**config.mk**
```make
export PLATFORM = sky130hd
export DESIGN_NAME = regfile32_flat
export DESIGN_NICKNAME = d
export VERILOG_FILES = /design/src/rtl/cpu32_pkg.sv /design/src/rtl/regfile32_if.sv /design/src/rtl/regfile32_reg_word.sv /design/src/rtl/regfile32.sv /design/src/flat_wrapper.sv
export SDC_FILE = /design/constraint.sdc
export NUM_CORES = 2
export LEC_CHECK = 0
export ABC_CLOCK_PERIOD_IN_PS = 2900
export BUFFER_PORTS_ARGS = -buffer_cell sky130_fd_sc_hd__buf_2
export CORE_MARGIN = 2
export CORE_UTILIZATION = 48
export CTS_CLUSTER_SIZE = 12
export DETAILED_ROUTE_END_ITERATION = 12
export GPL_ROUTABILITY_DRIVEN = 0
export PLACE_DENSITY = 0.61
export SYNTH_ARGS = -nofsm -noshare
export SYNTH_HDL_FRONTEND = slang
export SYNTH_SLANG_ARGS = --single-unit
export TNS_END_PERCENT = 100
```
**constraint.sdc**
```tcl
create_clock -name CLK -period 2.9 [get_ports CLK]
set_clock_uncertainty 0.05 [all_clocks]
set_input_delay 0.145 -clock CLK [delete_from_list [all_inputs] [get_ports CLK]]
set_output_delay 0.145 -clock CLK [all_outputs]
set_load 0.1 [all_outputs]
```
**src/rtl/cpu32_pkg.sv**
```systemverilog
// Shared cpu32 datapath constants and types used by the register file.
package cpu32_pkg;

  localparam int unsigned DATA_W_DEF = 32;
  localparam int unsigned ADDR_W_DEF = 5;
  localparam int unsigned REG_ZERO   = 0;

  typedef logic [ADDR_W_DEF-1:0] rf_addr_t;

endpackage

```
**src/rtl/regfile32_if.sv**
```systemverilog
// Register-file access bundle: one writeback port and two combinational read ports.
interface regfile32_if
  import cpu32_pkg::*;
#(
  parameter int unsigned DATA_W = DATA_W_DEF,
  parameter int unsigned ADDR_W = ADDR_W_DEF
);

  logic              WE;
  logic [ADDR_W-1:0] WADDR;
  logic [DATA_W-1:0] WDATA;
  logic [ADDR_W-1:0] RADDR1;
  logic [DATA_W-1:0] RDATA1;
  logic [ADDR_W-1:0] RADDR2;
  logic [DATA_W-1:0] RDATA2;

  modport master (
    output WE, WADDR, WDATA, RADDR1, RADDR2,
    input  RDATA1, RDATA2
  );

  modport slave (
    input  WE, WADDR, WDATA, RADDR1, RADDR2,
    output RDATA1, RDATA2
  );

endinterface

```
**src/rtl/regfile32_reg_word.sv**
```systemverilog
// One enabled DATA_W-bit word on rising-edge D-FFs with synchronous active-low clear.
module reg_word #(
  parameter int unsigned DATA_W = 32
) (
  input  logic              CLK,
  input  logic              RST,
  input  logic              EN,
  input  logic [DATA_W-1:0] D,
  output logic [DATA_W-1:0] Q
);

  // Clear wins over a write presented in the same cycle.
  always_ff @(posedge CLK) begin
    if (!RST) begin
      Q <= '0;
    end else if (EN) begin
      Q <= D;
    end
  end

endmodule

```
**src/rtl/regfile32.sv**
```systemverilog
// 32x32 cpu32 register file: r0 hardwired to zero, two combinational read ports,
// one writeback port, optional same-cycle write-to-read forwarding.
module regfile32
  import cpu32_pkg::*;
#(
  parameter int unsigned DATA_W = DATA_W_DEF,
  parameter int unsigned ADDR_W = ADDR_W_DEF,
  parameter bit          BYPASS = 1'b1
) (
  input logic        CLK,
  input logic        RST,
  regfile32_if.slave bus
);

  localparam int unsigned       DEPTH     = 2 ** ADDR_W;
  localparam logic [ADDR_W-1:0] ZERO_ADDR = ADDR_W'(REG_ZERO);

  logic [DATA_W-1:0] word_q [DEPTH];
  logic              wr_ok_c;
  logic              fwd_ok_c;
  logic [DATA_W-1:0] rdata1_c;
  logic [DATA_W-1:0] rdata2_c;

  assign wr_ok_c  = bus.WE && (bus.WADDR != ZERO_ADDR);
  // Forwarding only for a write that will actually land at the next edge.
  assign fwd_ok_c = BYPASS && wr_ok_c && RST;

  assign word_q[0] = '0;

  generate
    for (genvar i = 1; i < DEPTH; i++) begin : g_word
      reg_word #(.DATA_W(DATA_W)) u_word (
        .CLK (CLK),
        .RST (RST),
        .EN  (wr_ok_c && (bus.WADDR == ADDR_W'(i))),
        .D   (bus.WDATA),
        .Q   (word_q[i])
      );
    end
  endgenerate

  // Read muxes; fwd_ok_c already excludes r0 so it always reads zero.
  always_comb begin
    rdata1_c = word_q[bus.RADDR1];
    rdata2_c = word_q[bus.RADDR2];
    if (fwd_ok_c && (bus.WADDR == bus.RADDR1)) begin
      rdata1_c = bus.WDATA;
    end
    if (fwd_ok_c && (bus.WADDR == bus.RADDR2)) begin
      rdata2_c = bus.WDATA;
    end
  end

  assign bus.RDATA1 = rdata1_c;
  assign bus.RDATA2 = rdata2_c;

endmodule

```
**src/flat_wrapper.sv**
```systemverilog
// flat-port wrapper written by rule: the top's interface ports become plain ports
module regfile32_flat import cpu32_pkg::*;
#(
  parameter int unsigned DATA_W = DATA_W_DEF,
  parameter int unsigned ADDR_W = ADDR_W_DEF,
  parameter bit          BYPASS = 1'b1
)
  (CLK, RST, bus_WE, bus_WADDR, bus_WDATA, bus_RADDR1, bus_RADDR2, bus_RDATA1, bus_RDATA2);
  regfile32_if #(.DATA_W(DATA_W), .ADDR_W(ADDR_W)) bus_i ();
  input logic CLK;
  input logic RST;
  input wire logic [$bits(bus_i.WE)-1:0] bus_WE;
  input wire logic [$bits(bus_i.WADDR)-1:0] bus_WADDR;
  input wire logic [$bits(bus_i.WDATA)-1:0] bus_WDATA;
  input wire logic [$bits(bus_i.RADDR1)-1:0] bus_RADDR1;
  input wire logic [$bits(bus_i.RADDR2)-1:0] bus_RADDR2;
  output wire logic [$bits(bus_i.RDATA1)-1:0] bus_RDATA1;
  output wire logic [$bits(bus_i.RDATA2)-1:0] bus_RDATA2;
  assign bus_i.WE = bus_WE;
  assign bus_i.WADDR = bus_WADDR;
  assign bus_i.WDATA = bus_WDATA;
  assign bus_i.RADDR1 = bus_RADDR1;
  assign bus_i.RADDR2 = bus_RADDR2;
  assign bus_RDATA1 = bus_i.RDATA1;
  assign bus_RDATA2 = bus_i.RDATA2;
  regfile32 #(.DATA_W(DATA_W), .ADDR_W(ADDR_W), .BYPASS(BYPASS)) u_core (.CLK(CLK), .RST(RST), .bus(bus_i));
endmodule
```
# Word-level counts from Yosys, hierarchy flattened
# Index checks and enable logic that the tools add are counted.
[word_totals] regBits=992 out_inout_bits=64 wordCells=112 latch_bits=0 memories=0 ramBits=0 mem_bits_ro=0
[classes] mul=0 n_reduce_logical=36 n_div=0 mux=8 eq_ne=33 add_sub_neg=0 shift=0 n_bitwise=2 order_cmp=2
[ops] operator="binary-select mux 32 bit (select 5 bit)" count=2
[ops] operator="two-way mux 32 bit" count=6
[ops] operator="== test 5 bit, second input constant" count=16
[ops] operator="== test 5 x 4 -> 1 bit, second input constant" count=8
[ops] operator="logical AND 1 bit" count=35
[ops] operator="== test 5 x 3 -> 1 bit, second input constant" count=4
[ops] operator=">= comparator 6 bit, second input constant" count=2
[ops] operator="inverter 5 -> 6 bit" count=2
[ops] operator="== test 5 x 2 -> 1 bit, second input constant" count=2
[ops] operator="== test 5 bit" count=2
[ops] operator="== test 5 x 1 -> 1 bit, second input constant" count=1
[ops] operator="nonzero test 5 bit" count=1

# Longest topological paths before layout
[depth] ltp_word=5 depth_mapped=9 ltp_nobuf=5

# By module
# A second synthesis with hierarchy kept.
[hier_totals] cells_unflattened=4702 area_unflattened_um2=55378.1
[modules_own_cells] mod="reg_word" n_inst=31 cells_each=103 area_per_inst_um2=1243.7
[modules_own_cells] mod="regfile32" n_inst=1 cells_each=1509 area_per_inst_um2=16823.6

# Worst setup path after synthesis
# OpenSTA, ideal clock, no wires.
[synth_timing] path_type="input port to output port" from="input port bus_WADDR[0]" to="output port bus_RDATA2[27]" arrival_ns=3.416 stages=7 n_path_buf=2 required_time_ns=2.705 setup_slack_ns=-0.711 path_cell_list="buf_2 or4_1 o211ai_1 or4_1 buf_4 nand2_1 o21ai_0"
[synth_via] elab_chain_len=5 word_cells_on_any_way=6 classes_between="eq/ne: 1; mux: 1; reduce/logical: 4"
[synth_rtl] item="start: declaration" line="flat_wrapper.sv:13" source="input wire logic [$bits(bus_i.WADDR)-1:0] bus_WADDR;"
[synth_rtl] item="nonzero test 5 bit" line="regfile32.sv:24" source="assign wr_ok_c = bus.WE && (bus.WADDR != ZERO_ADDR);"
[synth_rtl] item="logical AND 1 bit" line="regfile32.sv:24"
[synth_rtl] item="logical AND 1 bit" line="regfile32.sv:26" source="assign fwd_ok_c = BYPASS && wr_ok_c && RST;"
[synth_rtl] item="logical AND 1 bit *" line="regfile32.sv:49" source="if (fwd_ok_c && (bus.WADDR == bus.RADDR2)) begin"
[synth_rtl] item="two-way mux 32 bit *" line="regfile32.sv:49"
[synth_rtl] item="end: declaration" line="flat_wrapper.sv:18" source="output wire logic [$bits(bus_i.RDATA2)-1:0] bus_RDATA2;"
# Every way passes the cells marked *; elsewhere a longest branch is shown, timed or not.

# Worst setup path in the final report
[layout_timing] from="register u_core.g_word[27].u_word.Q[28]" to="output port bus_RDATA1[28]"
[layout_via] elab_chain_len=4
[layout_rtl] item="start: declaration" line="regfile32_reg_word.sv:9" source="output logic [DATA_W-1:0] Q"
[layout_rtl] item="start signal: assignment" line="regfile32_reg_word.sv:15" source="Q <= '0;"
[layout_rtl] item="start signal: assignment" line="regfile32_reg_word.sv:17" source="Q <= D;"
[layout_rtl] item="binary-select mux 32 bit (select 5 bit)" line="regfile32.sv:44" source="rdata1_c = word_q[bus.RADDR1];"
[layout_rtl] item="two-way mux 32 bit (not written as such) (2 in series)" line="regfile32.sv:44"
[layout_rtl] item="two-way mux 32 bit" line="regfile32.sv:46" source="if (fwd_ok_c && (bus.WADDR == bus.RADDR1)) begin"
[layout_rtl] item="end: declaration" line="flat_wrapper.sv:17" source="output wire logic [$bits(bus_i.RDATA1)-1:0] bus_RDATA1;"
# Every way passes these cells. The select of a mux whose other input is x is not followed.

==> results.sh <==
export IMPL_setup_violations_final=3
export IMPL_cp_end_kind="output pin"
export IMPL_layout_drive_gt1_share=0.1962
export IMPL_path_buf_inv=2
export IMPL_syn_cell_area_um2=53660
export IMPL_cp_cell_sequence="mux4_2 > mux2_4 > o211ai_1 > a31oi_2 > buf_6 > buf_12"
export IMPL_cp_start_kind="flop"
export IMPL_outcome="finished with violations"
export IMPL_grt_antenna_before_repair=12
export IMPL_ys_warn_count=0
export IMPL_core_area_um2=110800
export IMPL_wl_um=221200
export IMPL_regMostFlops="u_core.g_word.u_word.Q"
export IMPL_synth_seq_cells=992
export IMPL_hold_viol_final=18
export IMPL_hold_class="in -> reg"
export IMPL_synth_flop_cell="dfxtp_1"
export IMPL_leakagePower_nw=20.99
export IMPL_rsz0062_at_grt="yes"
export IMPL_die_area_um2=114500
export IMPL_root_buffer="clkbuf_16"
export IMPL_cts_buffers=110
export IMPL_cts_sinks=992
export IMPL_synth_top_family_by_area="multiplexers"
export IMPL_grt_pass1_wl_um=317200
export IMPL_dieWidth_um=338.3
export IMPL_worstPathRequired_ns=2.71
export IMPL_syn_inst=6084
export IMPL_finalInstanceArea_um2=62390
export IMPL_initial_core_util=0.4842
export IMPL_cp_slowest_stage_delay_ns=0.54
export IMPL_dr_pass1_iters=6
export IMPL_yosys_area_share_simple=0.1687
export IMPL_ctsLongestPathBuffers=3
export IMPL_seq_area_frac_synth=0.3701
export IMPL_cts_tree="yes"
export IMPL_crit_type="reg -> out"
export IMPL_drc=0
export IMPL_period_minus_slack_ns=3.027
export IMPL_pin_count=114
export IMPL_grt_pass1_vias=46130
export IMPL_layout_common_cells="nand2_1, dfxtp_1, a21boi_0"
export IMPL_cp_max_fo=3
export IMPL_hold_slack_ns=-0.04709
export IMPL_synth_nets=6134
export IMPL_ant_nets=0
export IMPL_p_total_mw=32.17
export IMPL_synth_adder_area_share=0
export IMPL_htree_levels=3
export IMPL_top_regs="u_core.g_word.u_word.Q x992"
export IMPL_synth_cell_types=52
export IMPL_nets=6105
export IMPL_vdd_drop_max_uv=440.7
export IMPL_clkLatencyLatePin_ns=0.71
export IMPL_muxShareOfSynthArea=0.2135
export IMPL_vias=48700
export IMPL_rows=122
export IMPL_cp_top_family="multiplexers"
export IMPL_syn_area_per_cell_um2=8.819
export IMPL_grt_start_max_net_pins=219
export IMPL_max_cap_viol_count=0
export IMPL_num_fill_cells=9788
export IMPL_final_common_cell="nand2_1"
export IMPL_clk_pin_slew_ns=0.06
export IMPL_avgRoutedWirePerCell_um=28.98
export IMPL_io_buffers=113
export IMPL_largest_register_ffs=992
export IMPL_drv_slew=0
export IMPL_synth_edff_count=0
export IMPL_arrival_ns=2.83
export IMPL_initialDrtViolationCount=6667
export IMPL_synthArstFlopShare=0
export IMPL_violations="hold timing, setup timing"
export IMPL_synth_xor_area_frac=0.001632
export IMPL_die_h_um=338.3
export IMPL_grt_use_total=0.3741
export IMPL_fin_crit_sh=1.044
export IMPL_synth_compound_area_frac=0.1921
export IMPL_placed_area_um2=58320
export IMPL_finalWorstSetupSlack_ns=-0.1270
export IMPL_max_slew_margin=0.2224
export IMPL_grt_overflow=0
export IMPL_worstMarginPinSlew_ns=1.166
export IMPL_via_per_inst=6.380
export IMPL_area_growth_pct=16.28
export IMPL_cp_slowest_cell="o211ai_1"
export IMPL_hpwl_um=137100
export IMPL_fmaxAchievable_ghz=0.3304
export IMPL_powerDensity_nw_per_um2=515.5
[metal layers]
| layer | global-route usage | up-vias | part of all wire |
|---|---|---|---|
| met1 | 0.5009 | 23800 | 0.39 |
| met2 | 0.5587 | 3131 | 0.43 |
| met3 | 0.1002 | 671 | 0.12 |
| met4 | 0.1813 | 4 | 0.055 |
| li1 | - | 21100 | - |
| met5 | 0.005833 | - | 0.00048 |
[report_power, final]
part	switching, mW	internal [mW]	leakage, nW
clock network	6.04	8.35	1.82
logic	2.59	1.39	11.2
registers	0.0762	13.7	8.00
[final cells by class]
class / instances / area [um2] / area share
Inverter: 5 / 18.77 / 0.0003008
Sequential cell: 992 / 19870 / 0.3185
Timing Repair Buffer: 501 / 5371 / 0.08609
Multi-Input combinational cell: 4445 / 31610 / 0.5067
Tap cell: 1488 / 1862 / 0.02984
Clock inverter: 34 / 349.1 / 0.005595
Clock buffer: 164 / 3299 / 0.05288
Antenna cell: 4 / 10.01 / 0.0001604
[path summary, 6_finish.rpt]
path	from	end	slack [ns]	cells after the start
max	u_core.g_word[27].u_word.Q[28]	bus_RDATA1[28]	-0.13	6
min	RST	u_core.g_word[19].u_word.Q[2]	-0.05	3
max reg2reg	u_core.g_word[16].u_word.Q[28]	u_core.g_word[16].u_word.Q[28]	2.08	3
min reg2reg	u_core.g_word[4].u_word.Q[26]	u_core.g_word[4].u_word.Q[26]	0.42	2
[cell families after synthesis]
group,count (synthesis)
simple gates,2346
compound gates,1404
flops,992
mux,685
buf+inv,647
xor+xnor,10
[repair_timing]
action,CTS,global route
pin swaps,5,3
buffers inserted,4,0
resized for setup,19,6
endpoints found under the hold margin,517,0
setup endpoints to repair,7,5
hold buffers,31,0
[synthesized netlist by cell type, drive strengths merged (21+ instances only)]
cell | number | area share
nand2 | 2112 | 0.15
a21boi | 992 | 0.14
dfxtp | 992 | 0.37
clkbuf | 430 | 0.031
mux4 | 362 | 0.15
mux2i | 267 | 0.050
buf | 212 | 0.023
nor2 | 125 | 0.0087
o22ai | 90 | 0.010
a31oi | 60 | 0.0070
mux2 | 56 | 0.012
a22o | 50 | 0.0082
o21ai | 44 | 0.0041
a21oi | 38 | 0.0035
o211ai | 31 | 0.0043
a2111oi | 24 | 0.0039
nand3 | 24 | 0.0022
or3 | 24 | 0.0028
a22oi | 23 | 0.0032
o311ai | 21 | 0.0034
[metrics by stage]
| step | setup WS [ns] | cells | utilization | TNS, ns | hold WS [ns] |
|---|---|---|---|---|---|
| after floorplan | -0.2494 | 6084 | - | -1.900 | 0.3749 |
| after detailed placement | 0.1112 | 7396 | 0.5263 | 0 | 0.4058 |
| after global placement | 0.1473 | 7396 | 0.5263 | 0 | 0.3997 |
| after global routing | -0.1244 | 7629 | 0.5629 | -0.1244 | 0.01349 |
| after CTS | -0.06040 | 7629 | 0.5627 | -0.07545 | 0.01681 |
| final | -0.1270 | 7633 | 0.5630 | -0.1550 | -0.04709 |
[worst min-delay path, cell delays in order]
cell and delay (ns):
buf_8 0.11, buf_12 0.18, a21boi_0 0.20
Note: power is estimated with default switching activity, not from simulation.
